==> src/rtl/wishbone_stream_fifo_pkg.sv <==
`default_nettype none
// ============================================================================
// Module   : wb_stream_fifo_pkg
// Brief    : Register map, control/status bit positions for the stream FIFO.
// Revision : 1.0 - initial release
// ============================================================================
package wb_stream_fifo_pkg;

    // Word offsets (byte offset >> 2) of the register map
    localparam logic [5:0] REG_CTRL   = 6'h00;
    localparam logic [5:0] REG_STATUS = 6'h01;
    localparam logic [5:0] REG_DATA   = 6'h02;
    localparam logic [5:0] REG_THRESH = 6'h03;

    localparam int CTRL_EN_BIT    = 0;
    localparam int CTRL_FLUSH_BIT = 1;

    localparam int STAT_EMPTY_BIT = 0;
    localparam int STAT_FULL_BIT  = 1;
    localparam int STAT_OVF_BIT   = 2;
    localparam int STAT_UNF_BIT   = 3;

    localparam int LEVEL_LSB   = 16;
    localparam int LEVEL_WIDTH = 8;
    localparam int THRESH_WIDTH = 8;

endpackage : wb_stream_fifo_pkg
`default_nettype wire

==> src/rtl/wishbone_stream_fifo_core.sv <==
`default_nettype none
// ============================================================================
// Module   : sync_fifo_core
// Brief    : Single-clock FIFO; head word visible combinationally on rd_data.
// Revision : 1.0 - initial release
// ============================================================================
module sync_fifo_core #(
    parameter int DEPTH      = 16,
    parameter int DATA_WIDTH = 32
) (
    input  logic                        clk,
    input  logic                        rst_n,
    input  logic                        push,
    input  logic                        pop,
    input  logic                        flush,
    input  logic [DATA_WIDTH-1:0]       wr_data,
    output logic [DATA_WIDTH-1:0]       rd_data,
    output logic                        empty,
    output logic                        full,
    output logic [$clog2(DEPTH):0]      level
);

    localparam int c_PTR_W = $clog2(DEPTH);
    localparam logic [c_PTR_W:0] c_FULL_LEVEL = DEPTH[c_PTR_W:0];

    logic [DATA_WIDTH-1:0] r_mem [DEPTH];
    logic [c_PTR_W-1:0]    r_wr_ptr;
    logic [c_PTR_W-1:0]    r_rd_ptr;
    logic [c_PTR_W:0]      r_level;

    logic w_do_pop;
    logic w_do_push;

    assign empty   = (r_level == '0);
    assign full    = (r_level == c_FULL_LEVEL);
    assign level   = r_level;
    assign rd_data = r_mem[r_rd_ptr];

    // A pop in the same cycle frees the slot, so a push into a full FIFO still lands
    assign w_do_pop  = pop & ~empty;
    assign w_do_push = push & (~full | w_do_pop) & ~flush;

    always_ff @(posedge clk) begin
        if (w_do_push) begin
            r_mem[r_wr_ptr] <= wr_data;
        end
    end

    always_ff @(posedge clk or negedge rst_n) begin
        if (!rst_n) begin
            r_wr_ptr <= '0;
            r_rd_ptr <= '0;
            r_level  <= '0;
        end else if (flush) begin
            r_wr_ptr <= '0;
            r_rd_ptr <= '0;
            r_level  <= '0;
        end else begin
            if (w_do_push) begin
                r_wr_ptr <= r_wr_ptr + c_PTR_W'(1);
            end
            if (w_do_pop) begin
                r_rd_ptr <= r_rd_ptr + c_PTR_W'(1);
            end
            if (w_do_push && !w_do_pop) begin
                r_level <= r_level + (c_PTR_W+1)'(1);
            end else if (!w_do_push && w_do_pop) begin
                r_level <= r_level - (c_PTR_W+1)'(1);
            end
        end
    end

endmodule : sync_fifo_core
`default_nettype wire

==> src/rtl/wishbone_stream_fifo.sv <==
`default_nettype none
// ============================================================================
// Module   : wishbone_stream_fifo
// Brief    : Wishbone responder draining a fabric-fed sample FIFO (pop on read).
// Revision : 1.0 - initial release
// ============================================================================
module wishbone_stream_fifo
    import wb_stream_fifo_pkg::*;
#(
    parameter int ADDR_WIDTH     = 17,
    parameter int MUX_ADDR_WIDTH = 9,
    parameter int DATA_WIDTH     = 32,
    parameter int DEPTH          = 16
) (
    input  logic                                 WB_CLK,
    input  logic                                 WB_RST,
    input  logic                                 WBS_CYC,
    input  logic                                 WBS_STB,
    input  logic                                 WBS_WE,
    input  logic                                 WBS_RD,
    input  logic [3:0]                           WBS_BYTE_STB,
    input  logic [ADDR_WIDTH-MUX_ADDR_WIDTH-1:0] WBS_ADR,
    input  logic [DATA_WIDTH-1:0]                WBS_WR_DAT,
    output logic [DATA_WIDTH-1:0]                WBS_RD_DAT,
    output logic                                 WBS_ACK,
    input  logic [DATA_WIDTH-1:0]                IN_DATA,
    input  logic                                 IN_VALID,
    output logic                                 IRQ
);

    localparam int c_PTR_W = $clog2(DEPTH);

    logic                    r_ack;
    logic [DATA_WIDTH-1:0]   r_rd_dat;
    logic                    r_en;
    logic                    r_ovf;
    logic                    r_unf;
    logic                    r_irq;
    logic [THRESH_WIDTH-1:0] r_thresh;

    logic                    w_req;
    logic                    w_rd;
    logic                    w_wr;
    logic [5:0]              w_reg_sel;
    logic                    w_wr_ctrl;
    logic                    w_wr_status;
    logic                    w_wr_thresh;
    logic                    w_rd_data;
    logic                    w_pop;
    logic                    w_push;
    logic                    w_flush;
    logic                    w_ovf_set;
    logic                    w_unf_set;
    logic                    w_empty;
    logic                    w_full;
    logic [c_PTR_W:0]        w_level;
    logic [LEVEL_WIDTH-1:0]  w_level8;
    logic [DATA_WIDTH-1:0]   w_head;
    logic [DATA_WIDTH-1:0]   w_status;
    logic [DATA_WIDTH-1:0]   w_rd_mux;
    logic                    w_unused;

    assign w_unused = ^{WBS_RD, WBS_BYTE_STB[3:1], WBS_ADR[1:0], WBS_WR_DAT[DATA_WIDTH-1:8]};

    // Holding ACK off the request term gives exactly one ACK per held strobe
    assign w_req     = WBS_CYC & WBS_STB & ~r_ack;
    assign w_rd      = w_req & ~WBS_WE;
    assign w_wr      = w_req & WBS_WE;
    assign w_reg_sel = WBS_ADR[7:2];

    assign w_wr_ctrl   = w_wr & WBS_BYTE_STB[0] & (w_reg_sel == REG_CTRL);
    assign w_wr_status = w_wr & WBS_BYTE_STB[0] & (w_reg_sel == REG_STATUS);
    assign w_wr_thresh = w_wr & WBS_BYTE_STB[0] & (w_reg_sel == REG_THRESH);
    assign w_rd_data   = w_rd & (w_reg_sel == REG_DATA);

    assign w_pop     = w_rd_data & ~w_empty;
    assign w_unf_set = w_rd_data & w_empty;
    assign w_flush   = w_wr_ctrl & WBS_WR_DAT[CTRL_FLUSH_BIT];
    assign w_push    = IN_VALID & r_en;
    assign w_ovf_set = w_push & w_full & ~w_pop & ~w_flush;

    assign w_level8 = LEVEL_WIDTH'(w_level);

    sync_fifo_core #(
        .DEPTH      (DEPTH),
        .DATA_WIDTH (DATA_WIDTH)
    ) u_core (
        .clk     (WB_CLK),
        .rst_n   (WB_RST),
        .push    (w_push),
        .pop     (w_pop),
        .flush   (w_flush),
        .wr_data (IN_DATA),
        .rd_data (w_head),
        .empty   (w_empty),
        .full    (w_full),
        .level   (w_level)
    );

    always_comb begin
        w_status                              = '0;
        w_status[STAT_EMPTY_BIT]              = w_empty;
        w_status[STAT_FULL_BIT]               = w_full;
        w_status[STAT_OVF_BIT]                = r_ovf;
        w_status[STAT_UNF_BIT]                = r_unf;
        w_status[LEVEL_LSB +: LEVEL_WIDTH]    = w_level8;
    end

    always_comb begin
        w_rd_mux = '0;
        case (w_reg_sel)
            REG_CTRL:   w_rd_mux[CTRL_EN_BIT] = r_en;
            REG_STATUS: w_rd_mux = w_status;
            REG_DATA:   w_rd_mux = w_empty ? '0 : w_head;
            REG_THRESH: w_rd_mux[THRESH_WIDTH-1:0] = r_thresh;
            default:    w_rd_mux = '0;
        endcase
    end

    always_ff @(posedge WB_CLK or negedge WB_RST) begin
        if (!WB_RST) begin
            r_ack    <= 1'b0;
            r_rd_dat <= '0;
            r_en     <= 1'b0;
            r_ovf    <= 1'b0;
            r_unf    <= 1'b0;
            r_irq    <= 1'b0;
            r_thresh <= '0;
        end else begin
            r_ack    <= w_req;
            r_rd_dat <= w_rd ? w_rd_mux : '0;

            if (w_wr_ctrl) begin
                r_en <= WBS_WR_DAT[CTRL_EN_BIT];
            end
            if (w_wr_thresh) begin
                r_thresh <= WBS_WR_DAT[THRESH_WIDTH-1:0];
            end

            // A new event wins over a same-cycle write-1-to-clear
            if (w_ovf_set) begin
                r_ovf <= 1'b1;
            end else if (w_wr_status && WBS_WR_DAT[STAT_OVF_BIT]) begin
                r_ovf <= 1'b0;
            end
            if (w_unf_set) begin
                r_unf <= 1'b1;
            end else if (w_wr_status && WBS_WR_DAT[STAT_UNF_BIT]) begin
                r_unf <= 1'b0;
            end

            r_irq <= ((r_thresh != '0) && (w_level8 >= r_thresh)) || r_ovf;
        end
    end

    assign WBS_ACK    = r_ack;
    assign WBS_RD_DAT = r_rd_dat;
    assign IRQ        = r_irq;

endmodule : wishbone_stream_fifo
`default_nettype wire

==> config.mk <==
export PLATFORM = sky130hd
export DESIGN_NAME = wishbone_stream_fifo
export DESIGN_NICKNAME = d
export VERILOG_FILES = /design/src/rtl/wishbone_stream_fifo_pkg.sv /design/src/rtl/wishbone_stream_fifo_core.sv /design/src/rtl/wishbone_stream_fifo.sv
export SDC_FILE = /design/constraint.sdc
export NUM_CORES = 1
export LEC_CHECK = 0
export CAP_MARGIN = 20
export CORE_UTILIZATION = 35
export DETAILED_ROUTE_END_ITERATION = 6
export SETUP_SLACK_MARGIN = 0.1
export SKIP_CTS_REPAIR_TIMING = 1
export SYNTH_ARGS = -nofsm -noshare
export SYNTH_HDL_FRONTEND = slang
export SYNTH_SLANG_ARGS = --single-unit
export TNS_END_PERCENT = 5
==> constraint.sdc <==
create_clock -name WB_CLK -period 4.3 [get_ports WB_CLK]
set_input_delay 0.86 -clock WB_CLK [delete_from_list [all_inputs] [get_ports WB_CLK]]
set_output_delay 0.86 -clock WB_CLK [all_outputs]
set_load 0.02 [all_outputs]
# Word-level counts from Yosys, hierarchy flattened
# Memory sizes are Yosys's and may differ from the RTL's.
# Cells that the tools add are included.
[word_totals]
memories = 1
inputBits = 83
romBits = 0
out_inout_bits = 34
latchBits = 0
ram_bits = 512
reg_bits = 58
elab_cells = 80
[op_classes]
shift = 0
muxes = 18
n_addsub = 4
n_bitwise = 26
n_lt_le_gt_ge = 1
mul = 0
div = 0
eq_ne = 4
reduce_logical = 16
[memory_table]
columns = ["name", "depth", "word_bits", "read_ports", "rd_clocked_by_memory_dff", "wr", "line", "text"]
rows = [
  ["u_core.r_mem", 16, 32, 1, 0, 1, "wishbone_stream_fifo_core.sv:26", "logic [DATA_WIDTH-1:0] r_mem [DEPTH];"],
]
[op_table]
columns = ["cell", "count"]
rows = [
  ["32-bit 2-to-1 mux", 2],
  ["24-bit case mux with 2 select lines", 1],
  ["7-bit case mux with 3 select lines", 1],
  ["1-bit AND", 19],
  ["4-bit 2-to-1 mux", 4],
  ["5-bit 2-to-1 mux", 3],
  ["6-bit by 2-bit == test with 1-bit output (second input constant)", 2],
  ["4-bit by 1-bit adder with 4-bit output (second input constant)", 2],
  ["5-bit by 8-bit >= comparator with 1-bit output", 1],
  ["2-bit nonzero test", 4],
  ["8-bit nonzero test", 1],
  ["6-bit by 1-bit == test with 1-bit output (second input constant)", 1],
  ["6-bit logical NOT", 1],
  ["1-bit 2-to-1 mux", 6],
  ["1-bit inverter", 6],
  ["5-bit by 1-bit adder with 5-bit output (second input constant)", 1],
  ["5-bit == test (second input constant)", 1],
  ["1-bit logical AND", 5],
  ["5-bit logical NOT", 1],
  ["5-bit by 1-bit subtractor with 5-bit output (second input constant)", 1],
  ["1-bit case mux with 4 select lines", 1],
  ["3-bit nonzero test", 1],
  ["1-bit logical NOT", 2],
  ["1-bit logical OR", 1],
  ["1-bit bitwise OR", 1],
]

# Logic depth before layout (Yosys ltp)
# Gate-level depths: netlist of run 1.
[logic_depth]
ltp_word = 14
mapped_depth = 12
depth_no_buf = 10

# Modules after synthesis
# Synthesis of run 1 repeated with hierarchy kept, for this count alone.
[unflattened]
hier_cells = 1189
area_unflattened_um2 = 22335.2
[by_module_without_submodules]
columns = ["mod", "cells_per_inst", "area_per_inst_um2", "n_inst"]
rows = [
  ["sync_fifo_core", 1029, 20410.8, 1],
  ["wishbone_stream_fifo", 160, 1924.3, 1],
]

# Worst setup path before layout of run 1
# No wires, ideal clock.
[synth_path]
path_kind = "in2reg"
startpoint = "input WBS_WE"
endpoint = "register u_core.r_level[4] (netlist: u_core.level[4])"
setup_slack_ps = 930
path_stages = 12
n_path_buf = 2
required_time_ps = 4221
arrival_time_ps = 3291
path_cell_list = "nor4bb_1 > buf_2 > nand3_2 > a211oi_4 > buf_6 > ha_1 > inv_1 > fa_1 > a21o_1 > a21oi_1 > mux2i_1 > mux2i_1"
[synth_via]
elab_chain_len = 11
[synth_lines]
columns = ["item", "line", "text"]
rows = [
  ["from (decl)", "wishbone_stream_fifo.sv:19", "input logic WBS_WE,"],
  ["1-bit inverter", "wishbone_stream_fifo.sv:67", "assign w_rd = w_req & ~WBS_WE;"],
  ["1-bit AND", "wishbone_stream_fifo.sv:67", ""],
  ["1-bit AND", "wishbone_stream_fifo.sv:74", "assign w_rd_data = w_rd & (w_reg_sel == REG_DATA);"],
  ["1-bit AND", "wishbone_stream_fifo.sv:76", "assign w_pop = w_rd_data & ~w_empty;"],
  ["1-bit AND", "wishbone_stream_fifo_core.sv:40", "assign w_do_pop = pop & ~empty;"],
  ["1-bit bitwise OR", "wishbone_stream_fifo_core.sv:41", "assign w_do_push = push & (~full | w_do_pop) & ~flush;"],
  ["1-bit AND (2 in a row)", "wishbone_stream_fifo_core.sv:41", ""],
  ["1-bit logical AND or 1-bit logical NOT (tied branches)", "wishbone_stream_fifo_core.sv:65, wishbone_stream_fifo_core.sv:67", ""],
  ["5-bit 2-to-1 mux or 1-bit logical AND (tied branches)", "wishbone_stream_fifo_core.sv:65, wishbone_stream_fifo_core.sv:67", ""],
  ["5-bit 2-to-1 mux or 3-bit nonzero test (tied branches)", "--", ""],
  ["to (signal assigned)", "wishbone_stream_fifo_core.sv:66", "r_level <= r_level + (c_PTR_W+1)'(1);"],
  ["to (signal assigned)", "wishbone_stream_fifo_core.sv:68", "r_level <= r_level - (c_PTR_W+1)'(1);"],
  ["to (decl)", "wishbone_stream_fifo_core.sv:29", "logic [c_PTR_W:0] r_level;"],
]
# Parallel ways exist; a longest one is shown, timed or not.
# A chain may end at the register's enable or synchronous reset.

# Worst setup path after layout of run 1
[layout_path]
startpoint = "input WBS_ADR[3]"
endpoint = "register u_core.r_level[4] (netlist: u_core.level[4])"
[layout_via]
elab_chain_len = 10
[layout_lines]
columns = ["item", "line", "text"]
rows = [
  ["from (decl)", "wishbone_stream_fifo.sv:22", "input logic [ADDR_WIDTH-MUX_ADDR_WIDTH-1:0] WBS_ADR,"],
  ["6-bit by 2-bit == test with 1-bit output", "wishbone_stream_fifo.sv:74", ""],
  ["1-bit AND", "wishbone_stream_fifo.sv:74", ""],
  ["1-bit AND", "wishbone_stream_fifo.sv:76", ""],
  ["1-bit AND", "wishbone_stream_fifo_core.sv:40", ""],
  ["1-bit bitwise OR", "wishbone_stream_fifo_core.sv:41", ""],
  ["1-bit AND (2 in a row)", "wishbone_stream_fifo_core.sv:41", ""],
  ["1-bit logical AND or 1-bit logical NOT (tied branches)", "wishbone_stream_fifo_core.sv:65, wishbone_stream_fifo_core.sv:67", ""],
  ["5-bit 2-to-1 mux or 1-bit logical AND (tied branches)", "wishbone_stream_fifo_core.sv:65, wishbone_stream_fifo_core.sv:67", ""],
  ["5-bit 2-to-1 mux or 3-bit nonzero test (tied branches)", "--", ""],
]
# Parallel ways exist; a longest one is shown, timed or not.

==> metrics.yaml, run 1 <==
status:
  status: "complete, no violations"
placement:
  placed_cells: 1951
  pre_cts_ws_ps: 383
  portBuffers: 86
  hpwl_um: 27000
  place_congestion: 0.786
cells_and_area:
  final_net_count: 1265
  syn2layout_area_growth_pct: 17.6
  layoutNonFillerInstCount: 2061
  antenna_cells: 0
  regArea_um2: 16800
  layout_common_cells: "512 x edfxtp_1, 128 x mux4_2, 85 x clkdlybuf4s50_1"
  multi_input_area_um2: 5070
  final_common_cell: "edfxtp_1"
  layout-drive-gt1-share: 0.255
  fillers: 5463
timing:
  fin_skew_ps: 28.4
  period_needed_ps: 3300
  relSlewSlack: 0.404
  finalCritPeriodShare: 0.768
  fmax_mhz: 303
  setup_violations: 0
  finalMaxSlewViolations: 0
  finalHoldViolCount: 0
  tns_ps: 0
  layout_setup_ws_ps: 999
  rsz0062_at_grt: "no"
  worstMarginPinSlew_ps: 889
floorplanning:
  num_rows: 92
  die_w_um: 254
  core_um2: 63000
  fp.dieArea_um2: 64700
  start_util: 0.354
  pin_count: 117
  chipHeight_um: 254
synthesis:
  synth_top_area_frac: 0.689
  synth_seq_cells: 570
  synthAdderAreaFrac: 0.00931
  synth-simple-area-share: 0.0307
  synthTopCellsByArea: "edfxtp_1 69%, mux4_2 13%, dfrtp_1 6.5%"
  synth_nets: 1134
  synthFlopType: "edfxtp_1"
  yosysTopAreaCell: "edfxtp_1"
  synth_compound_area_frac: 0.0414
  yosys_warnings: 0
  synth_cells: 1035
  ys_types: 60
  synth_area_um2: 22300
  synthArstFlopShare: 0.102
  synth_top_family_by_area: "multiplexers"
  synthMuxAreaShare: 0.143
  avgSynthCellArea_um2: 21.5
  synth_edf_count: 512
  ys_seq_area_frac: 0.755
  synth_xor_area_frac: 0.00118
worst_setup_path:
  worstSetupPathType: "in2reg"
  worstSetupStartpointType: "input port"
  worstPathCellList: "clkdlybuf4s50_1 -> nor2b_1 -> nand3_2 -> a211oi_4 -> ha_1 -> inv_1 -> fa_1 -> a21o_1 -> a21oi_1 -> mux2i_1 -> mux2i_1"
  ff2ff_setup_slack_ps: 1390
  crit_path_max_incr_delay_ps: 630
  r2r_cells: 9
  crit_fanout: 7
  r2r-start: "u_core.level[0]"
  r2r_end: "u_core.level[4]"
  critPathCaptureType: "flop"
  slowest_stage: "clkdlybuf4s50_1"
  cpMostUsedCell: "mux2i_1"
  worstPathArrival_ps: 3850
  required_ps: 4850
power:
  leakage_uw: 0.00839
  cellPowerDensity_nw_per_um2: 441
  vdd_ir_drop_max_uv: 337
detailed_routing:
  dr_wl_met2_um: 23300
  via_per_inst: 5.12
  wl_um: 47600
  num_vias: 10600
  maxUsedRoutingLayer: "met5"
  drc: 0
  first_pass_iters: 7
  ant_nets: 0
  dr_wl_met3_um: 2540
  drt_iter0_drc: 945
  wl_met1_um: 21100
  wl_per_cell_um: 23.1
clock_tree:
  cts-root-buf: "clkbuf_16"
  clk_pin_slew_ps: 60
  clockBufferDepth: 3
  cts_tree: "built"
  insertion_delay_ps: 630
  numCtsBuffers: 58
  htreeDepth: 2
  cts_sinks: 570
run:
  maxCapViolCount: 0
grt:
  grt_pass1_wl_um: 71100
  grt_max_degree: 72
  grt_use_total: 0.150
  grt_pass1_vias: 11100
  antenna_found_initial: 2
  gr-total-overflow: 0
min_path:
  hold_path_class: "in2async"
cell families (layout without fill, tap and decap cells):
family          after synthesis  count (layout)
flops                       570             570
mux                         158             158
simple gates                112             112
compound gates              110             110
buf+inv                      66             246
fa+ha+maj                    16              16
xor+xnor                      3               3
critical path, delay by kind of cell:
kind	cells	cell delay, ps
adders and majority gates	2	620
AOI/OAI and AO/OA	3	650
buffers and inverters	2	740
and+or+nand+nor	2	530
muxes	2	430
per-layer routing:
metal / track usage / vias to the layer above
met1: 0.207 / 5631
met5: 0 / -
met4: 0.0315 / 4
li1: - / 4602
met2: 0.246 / 266
met3: 0.0292 / 59
registers in the layout (all words and copies together) (netlist names):
signal and flops:
WBS_ACK 1, WBS_RD_DAT 32, r_thresh 8, u_core.level 5, u_core.r_wr_ptr 4, r_en 1, u_core.r_rd_ptr 4, r_unf 1
r_ovf 1, IRQ 1, u_core.r_mem 512
area by class of cell:
cell class,count,share of cell area
well taps,846,0.0404
multi-input cells,399,0.193
flip-flops and latches,570,0.642
inverters,10,0.00143
clock inverters,41,0.0159
clock buffers,68,0.0575
repair buffers,127,0.0492
worst max-delay path by stage:
| stage | start | to | slack, ps | cells past startpoint |
|---|---|---|---|---|
| after global placement | WBS_ADR[3] | u_core.level[4] | 430 | 11 |
| after floorplan | WBS_WE | u_core.level[4] | 930 | 12 |
| after global routing | WBS_ADR[3] | u_core.level[4] | 830 | 11 |
| after detailed placement | WBS_ADR[3] | u_core.level[4] | 380 | 11 |
| after CTS | WBS_ADR[3] | u_core.level[4] | 1030 | 11 |
| final | WBS_ADR[3] | u_core.level[4] | 1000 | 11 |
report_power, final:
part           internal, µW  switching [µW]  total [µW]  leakage [µW]
logic                   190             229         419       0.00207
clock network          2880            2130        5020      0.000940
registers              6060            54.6        6120       0.00538
total                  9140            2410       11600       0.00839
stage by stage:
| stage | instance area (µm²) | hold WS, ps | utilization | total power (µW) |
|---|---|---|---|---|
| finish | 26200 | 272 | 0.416 | 11600 |
| CTS | 26200 | 268 | 0.416 | 11700 |
| global placement | 24300 | 486 | 0.386 | 6650 |
| floorplan | 22300 | 465 | - | 6450 |
| global route | 26200 | 288 | 0.416 | 11900 |
| detailed placement | 24300 | 482 | 0.386 | 6660 |
Yosys cell counts, drive strengths merged, types with 2 or more instances:
cell / n
mux2i: 25
nor2: 14
a21o: 2
a21oi: 7
and3: 19
buf: 40
or3: 2
and2: 8
and3b: 2
o31ai: 2
edfxtp: 512
a211oi: 41
a22o: 14
o21ai: 11
nand3: 14
nor3b: 2
mux4: 128
a221oi: 13
clkbuf: 16
nor3: 3
o211ai: 3
nand4: 2
nor2b: 25
a22oi: 3
o2bb2ai: 5
mux2: 5
nand2: 9
nor4: 2
nand2b: 4
ha: 15
xor2: 2
o22ai: 4
dfrtp: 58
or4: 2
inv: 10
Power figures use the tool's default switching activity.
==> run 2: changes to the inputs <==
==> constraint.sdc (replaced) <==
create_clock -name WB_CLK -period 3.25 [get_ports WB_CLK]
set_input_delay 0.65 -clock WB_CLK [delete_from_list [all_inputs] [get_ports WB_CLK]]
set_output_delay 0.65 -clock WB_CLK [all_outputs]
set_load 0.02 [all_outputs]
==> run 2 against run 1 <==
Net effect:
- die area stayed put
- clock skew is 4.3 ps higher
- wire length is 1.1% higher
- largest power group unchanged
- sequential power is 32% higher
- register-to-register slack worse by 1100 ps
- global-route usage is 0.33 points higher
==> metrics.yaml, run 2 (synthesized netlist as in run 1, its figures left out) <==
worst_setup_path:
  required_ps: 3790
  slowest_stage: "or4_4"
  crit_fanout: 5
  r2r_cells: 11
  worstSetupStartpointType: "flop"
  worst-path-buf-inv: 2
  critPathCaptureType: "flop"
  crit_path_max_incr_delay_ps: 620
  cpMostUsedCell: "ha_1"
  worstPathCellList: "or4_4 -> nor2_2 -> a211oi_4 -> ha_1 -> inv_1 -> buf_4 -> ha_1 -> and3_1 -> o21a_1 -> o31ai_1 -> nor2b_1"
  worstSetupPathType: "reg2reg"
  cp_top_family: "simple AND/OR/NAND/NOR gates"
  crit_cells: 11
  worstPathArrival_ps: 3500
cells_and_area:
  regMostFlops: "u_core.r_mem"
  largest_reg_flops: 512
  syn2layout_area_growth_pct: 18.5
  layout_common_cells: "512 x edfxtp_1, 128 x mux4_2, 85 x clkdlybuf4s50_1"
  final_common_cell: "edfxtp_1"
  final_area_um2: 26400
  layout-drive-gt1-share: 0.261
  final_net_count: 1285
timing:
  tns_ps: 0
  finalCritPeriodShare: 0.909
  rsz0062_at_grt: "no"
  fin_skew_ps: 32.7
  worstMarginPinSlew_ps: 972
  finalMaxSlewViolations: 0
  timing.hold.ws_ps: 163
  finalHoldViolCount: 0
  fmax_mhz: 338
  layout_setup_ws_ps: 295
  period_needed_ps: 2950
  setup_violations: 0
  relSlewSlack: 0.352
min_path:
  hold_path_class: "in2async"
grt:
  grt_use_total: 0.153
  met1_usage: 0.201
  grt_pass1_vias: 11500
  met2_usage: 0.257
  met3_usage: 0.0330
  gr-total-overflow: 0
  grt_max_degree: 59
  antenna_found_initial: 1
  top_usage_layer: "met2"
  grt_pass1_wl_um: 72900
detailed_routing:
  drt_iter0_drc: 785
  drc: 0
  wl_per_cell_um: 23.2
  ant_nets: 0
  wl_um: 48200
  via_per_inst: 5.09
  num_vias: 10600
  first_pass_iters: 7
clock_tree:
  cts_tree: "built"
  clockBufferDepth: 3
  htreeDepth: 2
  numCtsBuffers: 54
  cts_sinks: 570
  insertion_delay_ps: 630
  cts-root-buf: "clkbuf_16"
  clk_pin_slew_ps: 60
placement:
  place_congestion: 0.781
  place_area_um2: 24600
  hpwl_um: 27900
  pre_cts_ws_ps: -224
  portBuffers: 86
floorplanning:
  chipHeight_um: 254
  fp.dieArea_um2: 64700
  core_um2: 63000
  pin_count: 117
  die_w_um: 254
  start_util: 0.354
  num_rows: 92
power:
  leakage_uw: 0.00848
  total_power_uw: 15000
  vdd_ir_drop_max_uv: 382
  cellPowerDensity_nw_per_um2: 569
run:
  maxCapViolCount: 0
status:
  status: "complete, no violations"
run 2: where the power goes:
part           switching, µW  total (µW)  internal (µW)
combinational            340         627            286
sequential              55.9        8080           8020
clock                   2700        6330           3630
total                   3090       15000          11900
run 2: cell type report:
cell class	instances	area [µm²]
inverter	10	37.5
multi-input combinational	399	5070
fill	5459	36500
clock buffer	76	1490
antenna	1	2.50
tap	846	1060
timing repair buffer	151	1630
sequential	570	16800
clock inverter	26	297
run 2: stage by stage:
stage	util	std cells
2_1_floorplan	-	1035
3_3_place_gp	0.391	1976
6_report	0.420	2079
4_1_cts	0.420	2078
5_1_grt	0.420	2079
3_5_place_dp	0.391	1976
run 2: final timing paths:
path	start	end	slack [ps]
setup / recovery	u_core.level[3]	u_core.level[3]	300
hold / removal	WB_RST	WBS_RD_DAT[28]	160
setup reg to reg	u_core.level[3]	u_core.level[3]	300
hold reg to reg	r_unf	r_unf	520
max in group asynchronous	WB_RST	u_core.r_rd_ptr[0]	2320
min in group WB_CLK	r_unf	r_unf	520
run 2: layer usage:
metal | wire (µm) | part of all wire
met1 | 21100 | 0.44
met2 | 23900 | 0.50
met3 | 2200 | 0.046
met4 | 878 | 0.018
met5 | 0 | 0
==> run 3: changes to the inputs <==
--- a/config.mk
+++ b/config.mk
@@ -7,9 +7,11 @@
 export LEC_CHECK = 0
 export CAP_MARGIN = 20
 export CORE_UTILIZATION = 35
+export CTS_CLUSTER_DIAMETER = 50
 export DETAILED_ROUTE_END_ITERATION = 6
 export SETUP_SLACK_MARGIN = 0.1
 export SKIP_CTS_REPAIR_TIMING = 1
+export SLEW_MARGIN = 20
 export SYNTH_ARGS = -nofsm -noshare
 export SYNTH_HDL_FRONTEND = slang
 export SYNTH_SLANG_ARGS = --single-unit
==> run 3 against run 2 <==
Net effect:
- die area did not move
- critical path depth did not move
- maximum frequency rose by 1.7%
- largest power group unchanged
==> metrics.yaml, run 3 (synthesized netlist as in run 1, its figures left out) <==
clock_tree:
  clk_pin_slew_ps: 60
  cts_sinks: 570
  clockBufferDepth: 3
  htreeDepth: 2
  insertion_delay_ps: 630
  cts-root-buf: "clkbuf_16"
  numCtsBuffers: 58
  cts_tree: "built"
placement:
  hpwl_um: 27900
  place_congestion: 0.781
  pre_cts_ws_ps: -224
  portBuffers: 86
  placed_cells: 1976
detailed_routing:
  ant_nets: 0
  wl_per_cell_um: 23.0
  wl_um: 48000
  via_per_inst: 5.07
  drc: 0
  first_pass_iters: 5
  drt_iter0_drc: 742
  num_vias: 10600
worst_setup_path:
  crit_fanout: 5
  r2r_end: "u_core.level[3]"
  crit_cells: 11
  crit_path_max_incr_delay_ps: 620
  cpMostUsedCell: "ha_1"
  r2r-start: "u_core.level[3]"
  worst-path-buf-inv: 2
  r2r_cells: 11
  ff2ff_setup_slack_ps: 340
  worstPathCellList: "or4_4 -> nor2_2 -> a211oi_4 -> ha_1 -> inv_1 -> buf_4 -> ha_1 -> and3_1 -> o21a_1 -> o31ai_1 -> nor2b_1"
  critPathCaptureType: "flop"
  worstSetupStartpointType: "flop"
  worstSetupPathType: "reg2reg"
  worstPathArrival_ps: 3450
  required_ps: 3800
  slowest_stage: "or4_4"
  cp_top_family: "simple AND/OR/NAND/NOR gates"
floorplanning:
  start_util: 0.354
  pin_count: 117
  die_w_um: 254
  fp.dieArea_um2: 64700
  chipHeight_um: 254
  core_um2: 63000
  num_rows: 92
cells_and_area:
  final_net_count: 1289
  largest_reg_flops: 512
  layout-drive-gt1-share: 0.270
  syn2layout_area_growth_pct: 19.6
  final_util: 0.424
  regMostFlops: "u_core.r_mem"
  layoutNonFillerInstCount: 2085
  layout_common_cells: "512 x edfxtp_1, 128 x mux4_2, 85 x clkdlybuf4s50_1"
  antenna_cells: 0
  final_common_cell: "edfxtp_1"
grt:
  antenna_found_initial: 1
  grt_max_degree: 59
  grt_pass1_wl_um: 72800
  gr-total-overflow: 0
  grt_pass1_vias: 11500
  grt_use_total: 0.153
timing:
  finalMaxSlewViolations: 0
  layout_setup_ws_ps: 343
  rsz0062_at_grt: "no"
  period_needed_ps: 2910
  setup_violations: 0
  finalCritPeriodShare: 0.894
  worstMarginPinSlew_ps: 968
  finalHoldViolCount: 0
  relSlewSlack: 0.355
  fmax_mhz: 344
  fin_skew_ps: 27.8
power:
  cellPowerDensity_nw_per_um2: 590
  vdd_ir_drop_max_uv: 414
  leakage_uw: 0.00861
min_path:
  hold_path_class: "in2async"
run:
  maxCapViolCount: 0
status:
  status: "complete, no violations"
run 3: cell count changes in the layout (fill, tap and decap cells not counted), sizes merged:
cell,delta
inv,+4
diode,-1
clkbuf,-3
clkinv,+2
bufinv,+5
clkinvlp,-1
run 3: area by class of cell:
type / instances / area [µm²]
sequential: 570 / 16800
timing repair buffer: 151 / 1630
clock inverter: 36 / 495
clock buffer: 73 / 1550
inverter: 10 / 37.5
tap: 846 / 1060
multi-input combinational: 399 / 5070
fill: 5426 / 36300
run 3: power by group:
part / internal, µW / total [µW] / switching [µW] / leakage [µW]
Clock: 4210 / 7020 / 2820 / 0.00100
Combinational: 286 / 628 / 342 / 0.00223
Sequential: 8020 / 8080 / 55.4 / 0.00538
Total: 12500 / 15700 / 3210 / 0.00861
run 3: routing by layer:
layer,up-vias,GRT usage,routed length (µm)
li1,4663,-,-
met1,5626,0.200,20800
met2,228,0.259,24200
met3,60,0.0325,2280
met4,0,0.0384,776
met5,-,0,0
run 3: worst reg2reg max path: stages, from the launching register on:
cell and delay [ps]:
dfrtp_1 470, or4_4 620, nor2_2 210, a211oi_4 100
ha_1 200, inv_1 140, buf_4 150, ha_1 230
and3_1 190, o21a_1 190, o31ai_1 170, nor2b_1 160
run 3: how the worst max path moves through the flow:
stage | from | to | slack, ps
5_1_grt | WBS_CYC | u_core.level[4] | 210
3_3_place_gp | WBS_CYC | u_core.level[4] | -200
3_5_place_dp | WBS_ADR[5] | u_core.level[3] | -220
2_1_floorplan | WBS_WE | u_core.level[4] | 120
4_1_cts | u_core.level[3] | u_core.level[3] | 360
6_report | u_core.level[3] | u_core.level[3] | 340
run 3: metrics by stage:
stage          hold slack (ps)  power (µW)  area (µm²)  setup TNS (ps)
2_1_floorplan              354        8540       22300               0
3_3_place_gp               486        8840       24600            -402
3_5_place_dp               495        8860       24600            -503
4_1_cts                    181       15900       26700               0
5_1_grt                    211       16300       26700               0
6_report                   156       15700       26700               0
